## config.mk

```make
export PLATFORM = sky130hd
export DESIGN_NAME = seg_scan_display
export DESIGN_NICKNAME = d
export VERILOG_FILES = /design/src/rtl/seg_scan_display.sv
export SDC_FILE = /design/constraint.sdc
export NUM_CORES = 1
export LEC_CHECK = 0
export BUFFER_PORTS_ARGS = -buffer_cell sky130_fd_sc_hd__buf_4
export CAP_MARGIN = 40
export CORE_UTILIZATION = 50
export CTS_CLUSTER_SIZE = 25
export DETAILED_ROUTE_END_ITERATION = 10
export PLACE_DENSITY_LB_ADDON = 0.08
export SYNTH_ARGS = -nofsm -noshare
export SYNTH_HDL_FRONTEND = slang
export SYNTH_SLANG_ARGS = --single-unit
```

## constraint.sdc

```tcl
create_clock -name clk -period 3 [get_ports clk]
set_clock_uncertainty 0.1 [all_clocks]
set_input_delay 0.15 -clock clk [delete_from_list [all_inputs] [get_ports clk]]
set_output_delay 0.15 -clock clk [all_outputs]
set_load 0.005 [all_outputs]
```

## src/rtl/seg_scan_display.sv

```systemverilog
`default_nettype none
// ============================================================================
// Module   : seg_scan_display
// Purpose  : Captures a 64-bit decrypted block on the rising edge of the
//            decrypt-done level. It then time-multiplexes the block as 16 hex
//            nibbles onto a 4-digit common-anode seven-segment display. The
//            display shows 4 digits per page, and a page-step pulse cycles
//            through the 4 pages. All outputs are registered.
// Ports    : clk       - system clock, rising edge
//            rst       - synchronous active-high reset
//            valid_in  - decrypt-done level; its rising edge captures data_in
//            data_in   - [64:1] decrypted block
//            page_step - single-cycle pulse, advances the page while shown
//            seven     - segments {a..g}, active-low
//            en        - digit anodes, active-low, en[0] rightmost
//            page      - current page index
//            shown     - high while a captured block is displayed
// Revision : 1.0 - initial release
// ============================================================================
module seg_scan_display #(
  // Number of clk cycles each digit stays lit; legal range 2..65535.
  parameter int REFRESH_DIV = 50000
) (
  input  logic         clk,
  input  logic         rst,
  input  logic         valid_in,
  input  logic [64:1]  data_in,
  input  logic         page_step,
  output logic [6:0]   seven,
  output logic [3:0]   en,
  output logic [1:0]   page,
  output logic         shown
);

  localparam logic [15:0] c_div_last = 16'(REFRESH_DIV - 1);
  localparam logic [6:0]  c_seg_off  = 7'b1111111;
  localparam logic [3:0]  c_en_off   = 4'b1111;

  // --------------------------------------------------------------------------
  // Registers
  // --------------------------------------------------------------------------
  logic        r_valid_q;
  logic [63:0] r_data_q;
  logic        r_shown;
  logic [1:0]  r_page;
  logic [15:0] r_div_cnt;
  logic [1:0]  r_digit;
  logic [6:0]  r_seven;
  logic [3:0]  r_en;

  // --------------------------------------------------------------------------
  // Combinational helpers
  // --------------------------------------------------------------------------
  logic        w_cap;
  logic        w_div_wrap;
  logic [5:0]  w_sel;
  logic [3:0]  w_nib;
  logic [6:0]  w_hex;
  logic        w_blank;

  assign w_cap      = valid_in & ~r_valid_q;
  assign w_div_wrap = (r_div_cnt == c_div_last);

  // Bit offset of the selected nibble is 16*page + 4*digit. Port bit n maps
  // to r_data_q[n-1], so page 0 / digit 0 selects data_in[4:1].
  assign w_sel = {r_page, r_digit, 2'b00};
  assign w_nib = r_data_q[w_sel +: 4];

  // The display blanks on the same edge that samples valid_in low. The
  // display is also blank before the first registered edge after a capture,
  // which keeps the capture-to-display latency at one cycle.
  assign w_blank = ~r_shown | ~valid_in;

  always_comb begin
    w_hex = c_seg_off;
    case (w_nib)
      4'h0: w_hex = 7'b0000001;
      4'h1: w_hex = 7'b1001111;
      4'h2: w_hex = 7'b0010010;
      4'h3: w_hex = 7'b0000110;
      4'h4: w_hex = 7'b1001100;
      4'h5: w_hex = 7'b0100100;
      4'h6: w_hex = 7'b0100000;
      4'h7: w_hex = 7'b0001111;
      4'h8: w_hex = 7'b0000000;
      4'h9: w_hex = 7'b0000100;
      4'hA: w_hex = 7'b0001000;
      4'hB: w_hex = 7'b1100000;
      4'hC: w_hex = 7'b0110001;
      4'hD: w_hex = 7'b1000010;
      4'hE: w_hex = 7'b0110000;
      4'hF: w_hex = 7'b0111000;
      default: w_hex = c_seg_off;
    endcase
  end

  // --------------------------------------------------------------------------
  // Capture, invalidation and page stepping
  // --------------------------------------------------------------------------
  always_ff @(posedge clk) begin
    if (rst) begin
      r_valid_q <= 1'b0;
      r_data_q  <= 64'd0;
      r_shown   <= 1'b0;
      r_page    <= 2'd0;
    end else begin
      r_valid_q <= valid_in;
      if (w_cap) begin
        // A capture overrides a coincident page step.
        r_data_q <= data_in;
        r_shown  <= 1'b1;
        r_page   <= 2'd0;
      end else if (!valid_in) begin
        r_shown  <= 1'b0;
      end else if (page_step && r_shown) begin
        r_page   <= r_page + 2'd1;
      end
    end
  end

  // --------------------------------------------------------------------------
  // Free-running digit scan
  // --------------------------------------------------------------------------
  always_ff @(posedge clk) begin
    if (rst) begin
      r_div_cnt <= 16'd0;
      r_digit   <= 2'd0;
    end else if (w_div_wrap) begin
      r_div_cnt <= 16'd0;
      r_digit   <= r_digit + 2'd1;
    end else begin
      r_div_cnt <= r_div_cnt + 16'd1;
    end
  end

  // --------------------------------------------------------------------------
  // Output register: en and seven are always loaded on the same edge
  // --------------------------------------------------------------------------
  always_ff @(posedge clk) begin
    if (rst) begin
      r_seven <= c_seg_off;
      r_en    <= c_en_off;
    end else if (w_blank) begin
      r_seven <= c_seg_off;
      r_en    <= c_en_off;
    end else begin
      r_seven <= w_hex;
      r_en    <= ~(4'b0001 << r_digit);
    end
  end

  assign seven = r_seven;
  assign en    = r_en;
  assign page  = r_page;
  assign shown = r_shown;

endmodule
`default_nettype wire
```

==> flow_results.org <==
** Run status
- The flow ran to the end, and the final reports show no timing, DRC or antenna violations.

** Placement
- The congestion estimate from routability-driven global placement came to 0.833.
- Input and output buffers added on the ports amount to 81.
- Once detailed placement completed, the half-perimeter wirelength came to 6670 um.
- Worst setup slack before clock tree synthesis :: 0.330 ns

** Clock tree
- The number of hold buffers added after CTS was 65.
- Clock tree synthesis inserted a total of 9 buffers.
- For the worst-skew pair, the clock arrives at the later sink with an insertion delay of 0.35 ns.
- No sink is reached through more buffers than the 2 on the longest clock path.
- Setup Fix Bufs, Post-CTS :: 0
- The clock tree synthesis step divided the H-tree into 3 levels.
- TritonCTS built the clock tree.
- CTS sink cnt :: 97
- The number of gates resized after CTS was 0.
- Worst-path clk slew :: 0.09 ns
- The tree is rooted in a sky130_fd_sc_hd__clkbuf_8.

** Pwr
- Registers are responsible for 53.9% of the overall power.
- Total net switching power :: 0.000612 W
- Fraction of power spent switching nets :: 24.0%
- Per report_power, the clock group accounts for 33.0% of the total.
- Portion of total power attributed to combinational logic :: 13.1%
- Largest vdd supply drop :: 0.249 mV
- Static Leakage :: 2.36 nW
- Total power density per cell area :: 443 nW/um2
- Cell internal power was estimated by the tool at 0.00194 W.

** Yosys
- The cell area that synthesis handed to floorplanning was 4240 um2.
- Fraction of post-synthesis cell area in the top cell type by area :: 45.8%
- Top cell type by total area after synthesis :: sky130_fd_sc_hd__dfxtp_1
- For this run, the register share of the synthesized area comes to 45.8%.
- The netlist uses 41 different library cells.
- Post-Synthesis Net Count :: 559
- After synthesis the netlist holds a flip-flop and latch count of 97.
- Dividing the synthesized area by the synthesized cell count gives 8.83 um2.
- Largest cells by area after synthesis :: sky130_fd_sc_hd__dfxtp_1 46%, sky130_fd_sc_hd__nand2_1 13%, sky130_fd_sc_hd__a21oi_1 8.5%
- Mapped Cells :: 480
- Yosys synthesis warning count :: 0

** Global route
- Via count of the first global-routing pass :: 3549
- Total grt overflow :: 0
- Peak-usage layer in the global routing report :: met2
- The initial antenna violation count is 0.
- For this run, the total global-route usage over all layers was measured as 24.4%.
- Wire length of the first global-routing pass :: 16600 um
- For this run, global-route usage on met3 was measured as 3.64%.
- Maximum number of pins on one net before global-route repair :: 68
- Met1 usage :: 31.5%
- GRT met2 Usage :: 41.8%

** STA
- Final hold analysis gives a worst-case slack of 0.0347 ns.
- Setup tns final :: 0 ns
- Slew Limit Fails :: 0
- The final critical path takes up 90.0% of the cycle.
- RSZ-0062 raised after global routing :: false
- After layout, the minimum clock period comes to 2.70 ns.
- Setup violations remaining at the end of the flow were counted as 0.
- Setup slack closes at 0.300 ns.
- Actual slew at the worst max-slew pin :: 0.690 ns
- Derived from the worst setup path, the maximum achievable clock frequency is 370 MHz.
- Number of hold violations in the final report :: 0
- Headroom to the max-slew limit :: 54.0%

** Setup path
- Among cell families on the critical path, the largest total delay comes from multiplexers.
- The signal on the critical path passes through buf_12, mux4_1, a22o_1, a221oi_4, inv_1, ha_1, mux2_2, mux2i_1, nand2_1.
- Together, buffers and inverters on the worst path number 2.
- Crit-path max FO :: 19
- The worst setup path is launched from a flop.
- For the worst setup path, the data arrival time is 2.85 ns.
- Cell with the largest stage delay on the worst path :: sky130_fd_sc_hd__mux4_1
- For the worst setup path, the data required time is 3.15 ns.
- CP Class :: reg2reg
- The worst setup path is captured at a flop.
- Critical Path Max Stage Delay :: 0.57 ns

** Cells and area
- After filler insertion, the fill cell instance count of the layout stands at 634.
- Final net count :: 692
- Share of cells above drive strength 1 :: 18.3%
- Utilization of the core after routing :: 70.2%
- Diode insertion count for antenna repair :: 0
- From synthesis to final layout, the design area changed by 36.1%.

** Detailed routing
- Overall via count from detail_route :: 3721
- Routed wire length :: 9940 um
- The first routing iteration left 169 violations.
- DRC errors left :: 0
- Routed WL per cell :: 13.7 um
- Via/cell ratio :: 5.15
- Number of detailed-routing iterations run before antenna repair :: 4
- The count of nets left with antenna violations once routing finished came out at 0.

** Floorplanning
- For this design the top-level I/O count stands at 82.
- Floorplan core area :: 8220 um2
- The initial utilization of the core area, before any placement, comes to 51.6%.
- Measured along the y axis, the die boundary spans 94.1 um.
- From left edge to right edge, the die measures 94.1 um.
- Row generation in the floorplan step produced 33 rows.
- The floorplan step defined a die boundary enclosing 8850 um2.

** Run
- The tool flagged a number of max-cap violations equal to 0.

** Worst hold path
- Path category of the worst min-delay check :: in2reg
[cells in the mapped netlist]
library cell               instances
sky130_fd_sc_hd__a21oi_1          72
sky130_fd_sc_hd__a22o_1            2
sky130_fd_sc_hd__dfxtp_1          97
sky130_fd_sc_hd__mux2i_1           6
sky130_fd_sc_hd__xnor2_1           6
sky130_fd_sc_hd__mux2i_2           1
sky130_fd_sc_hd__o221ai_1          1
sky130_fd_sc_hd__nand3_1           4
sky130_fd_sc_hd__and2_1            3
sky130_fd_sc_hd__mux4_1           12
sky130_fd_sc_hd__a221o_1           1
sky130_fd_sc_hd__a221oi_4          2
sky130_fd_sc_hd__buf_6             1
sky130_fd_sc_hd__buf_12            1
sky130_fd_sc_hd__nand2b_1          3
sky130_fd_sc_hd__mux2_2            2
sky130_fd_sc_hd__nor2b_4           1
sky130_fd_sc_hd__and4_1            1
sky130_fd_sc_hd__or3_1             2
sky130_fd_sc_hd__buf_1             3
sky130_fd_sc_hd__a22oi_1           3
sky130_fd_sc_hd__o21ai_0           4
sky130_fd_sc_hd__nand4_1           3
sky130_fd_sc_hd__and2b_1           1
sky130_fd_sc_hd__inv_1             9
sky130_fd_sc_hd__ha_1             11
sky130_fd_sc_hd__nor2b_1           3
sky130_fd_sc_hd__nor4b_1           1
sky130_fd_sc_hd__xor2_1            8
sky130_fd_sc_hd__a21o_1            1
sky130_fd_sc_hd__nor2_1           27
sky130_fd_sc_hd__o21ai_1           1
sky130_fd_sc_hd__nor3b_1           1
sky130_fd_sc_hd__nor3_1            2
sky130_fd_sc_hd__nor4_1            1
sky130_fd_sc_hd__mux4_2            4
sky130_fd_sc_hd__buf_2             2
sky130_fd_sc_hd__clkbuf_1         23
sky130_fd_sc_hd__and3_1            2
sky130_fd_sc_hd__a21boi_0          1
sky130_fd_sc_hd__nand2_1         151
[flip-flops by register name, summed over array words and instances, names as in the netlist]
name	flops
en	4
page	2
r_data_q	64
r_digit	2
r_div_cnt	16
r_valid_q	1
seven	7
shown	1
[worst paths after layout]
check | startpoint | cells after the start | end | slack [ns]
setup reg to reg | r_digit[0] | 9 | seven[3] | 0.30
setup / recovery | r_digit[0] | 9 | seven[3] | 0.30
hold / removal | valid_in | 2 | r_valid_q | 0.03
hold reg to reg | r_data_q[58] | 2 | r_data_q[58] | 0.36
[placed cells by master (no fill, tap or decap), types with 3 or more instances in the layout]
cell / count
sky130_fd_sc_hd__xnor2_1: 6
sky130_fd_sc_hd__buf_4: 85
sky130_fd_sc_hd__ha_1: 11
sky130_fd_sc_hd__mux4_1: 12
sky130_fd_sc_hd__o21ai_0: 4
sky130_fd_sc_hd__dlygate4sd3_1: 65
sky130_fd_sc_hd__mux2i_1: 6
sky130_fd_sc_hd__mux4_2: 4
sky130_fd_sc_hd__a21oi_1: 72
sky130_fd_sc_hd__dfxtp_1: 97
sky130_fd_sc_hd__nand3_1: 4
sky130_fd_sc_hd__nand2_1: 151
sky130_fd_sc_hd__nor2_1: 27
sky130_fd_sc_hd__a22oi_1: 3
sky130_fd_sc_hd__nand4_1: 3
sky130_fd_sc_hd__xor2_1: 8
sky130_fd_sc_hd__and2_1: 3
sky130_fd_sc_hd__clkbuf_8: 10
sky130_fd_sc_hd__inv_1: 9
[power by group through the flow]
stage	clock (W)	combinational (W)	sequential, W
2_1_floorplan	0	0.000155	0.00139
3_3_place_gp	0	0.000256	0.00141
3_5_place_dp	0	0.000262	0.00141
4_1_cts	0.000868	0.000330	0.00138
5_1_grt	0.000915	0.000369	0.00138
6_report	0.000844	0.000334	0.00138
[cell families (layout without fill, tap and decap cells)]
family / Yosys count / after routing / synth area share [%]
mux: 25 / 25 / 11.8
simple gates: 206 / 206 / 20.1
xor+xnor: 14 / 14 / 2.89
flops: 97 / 97 / 45.8
fa+ha+maj: 11 / 11 / 3.25
buf+inv: 39 / 177 / 4.07
compound gates: 88 / 88 / 12.1
[stage by stage]
step | power, W | cell area, um2 | cells
3_3_place_gp | 0.00166 | 4920 | 642
2_1_floorplan | 0.00155 | 4240 | 480
3_5_place_dp | 0.00167 | 4920 | 642
5_1_grt | 0.00267 | 5770 | 723
6_report | 0.00255 | 5770 | 723
4_1_cts | 0.00257 | 5770 | 723
[routing by layer]
metal | up-vias | routed length [um]
met5 | - | 0
met1 | 1744 | 4510
li1 | 1885 | -
met3 | 10 | 333
met4 | 0 | 110
met2 | 82 | 4990
[area by class of cell]
cell class	count	area (um2)	share of cell area (%)
Clock buffer	12	145	2.52
Timing Repair Buffer	152	1330	23.0
Sequential cell	97	1940	33.7
Inverter	9	33.8	0.586
Multi-Input combinational cell	344	2130	37.0
Tap cell	105	131	2.28
Clock inverter	4	52.6	0.911
(Power assumes the default switching activity.)
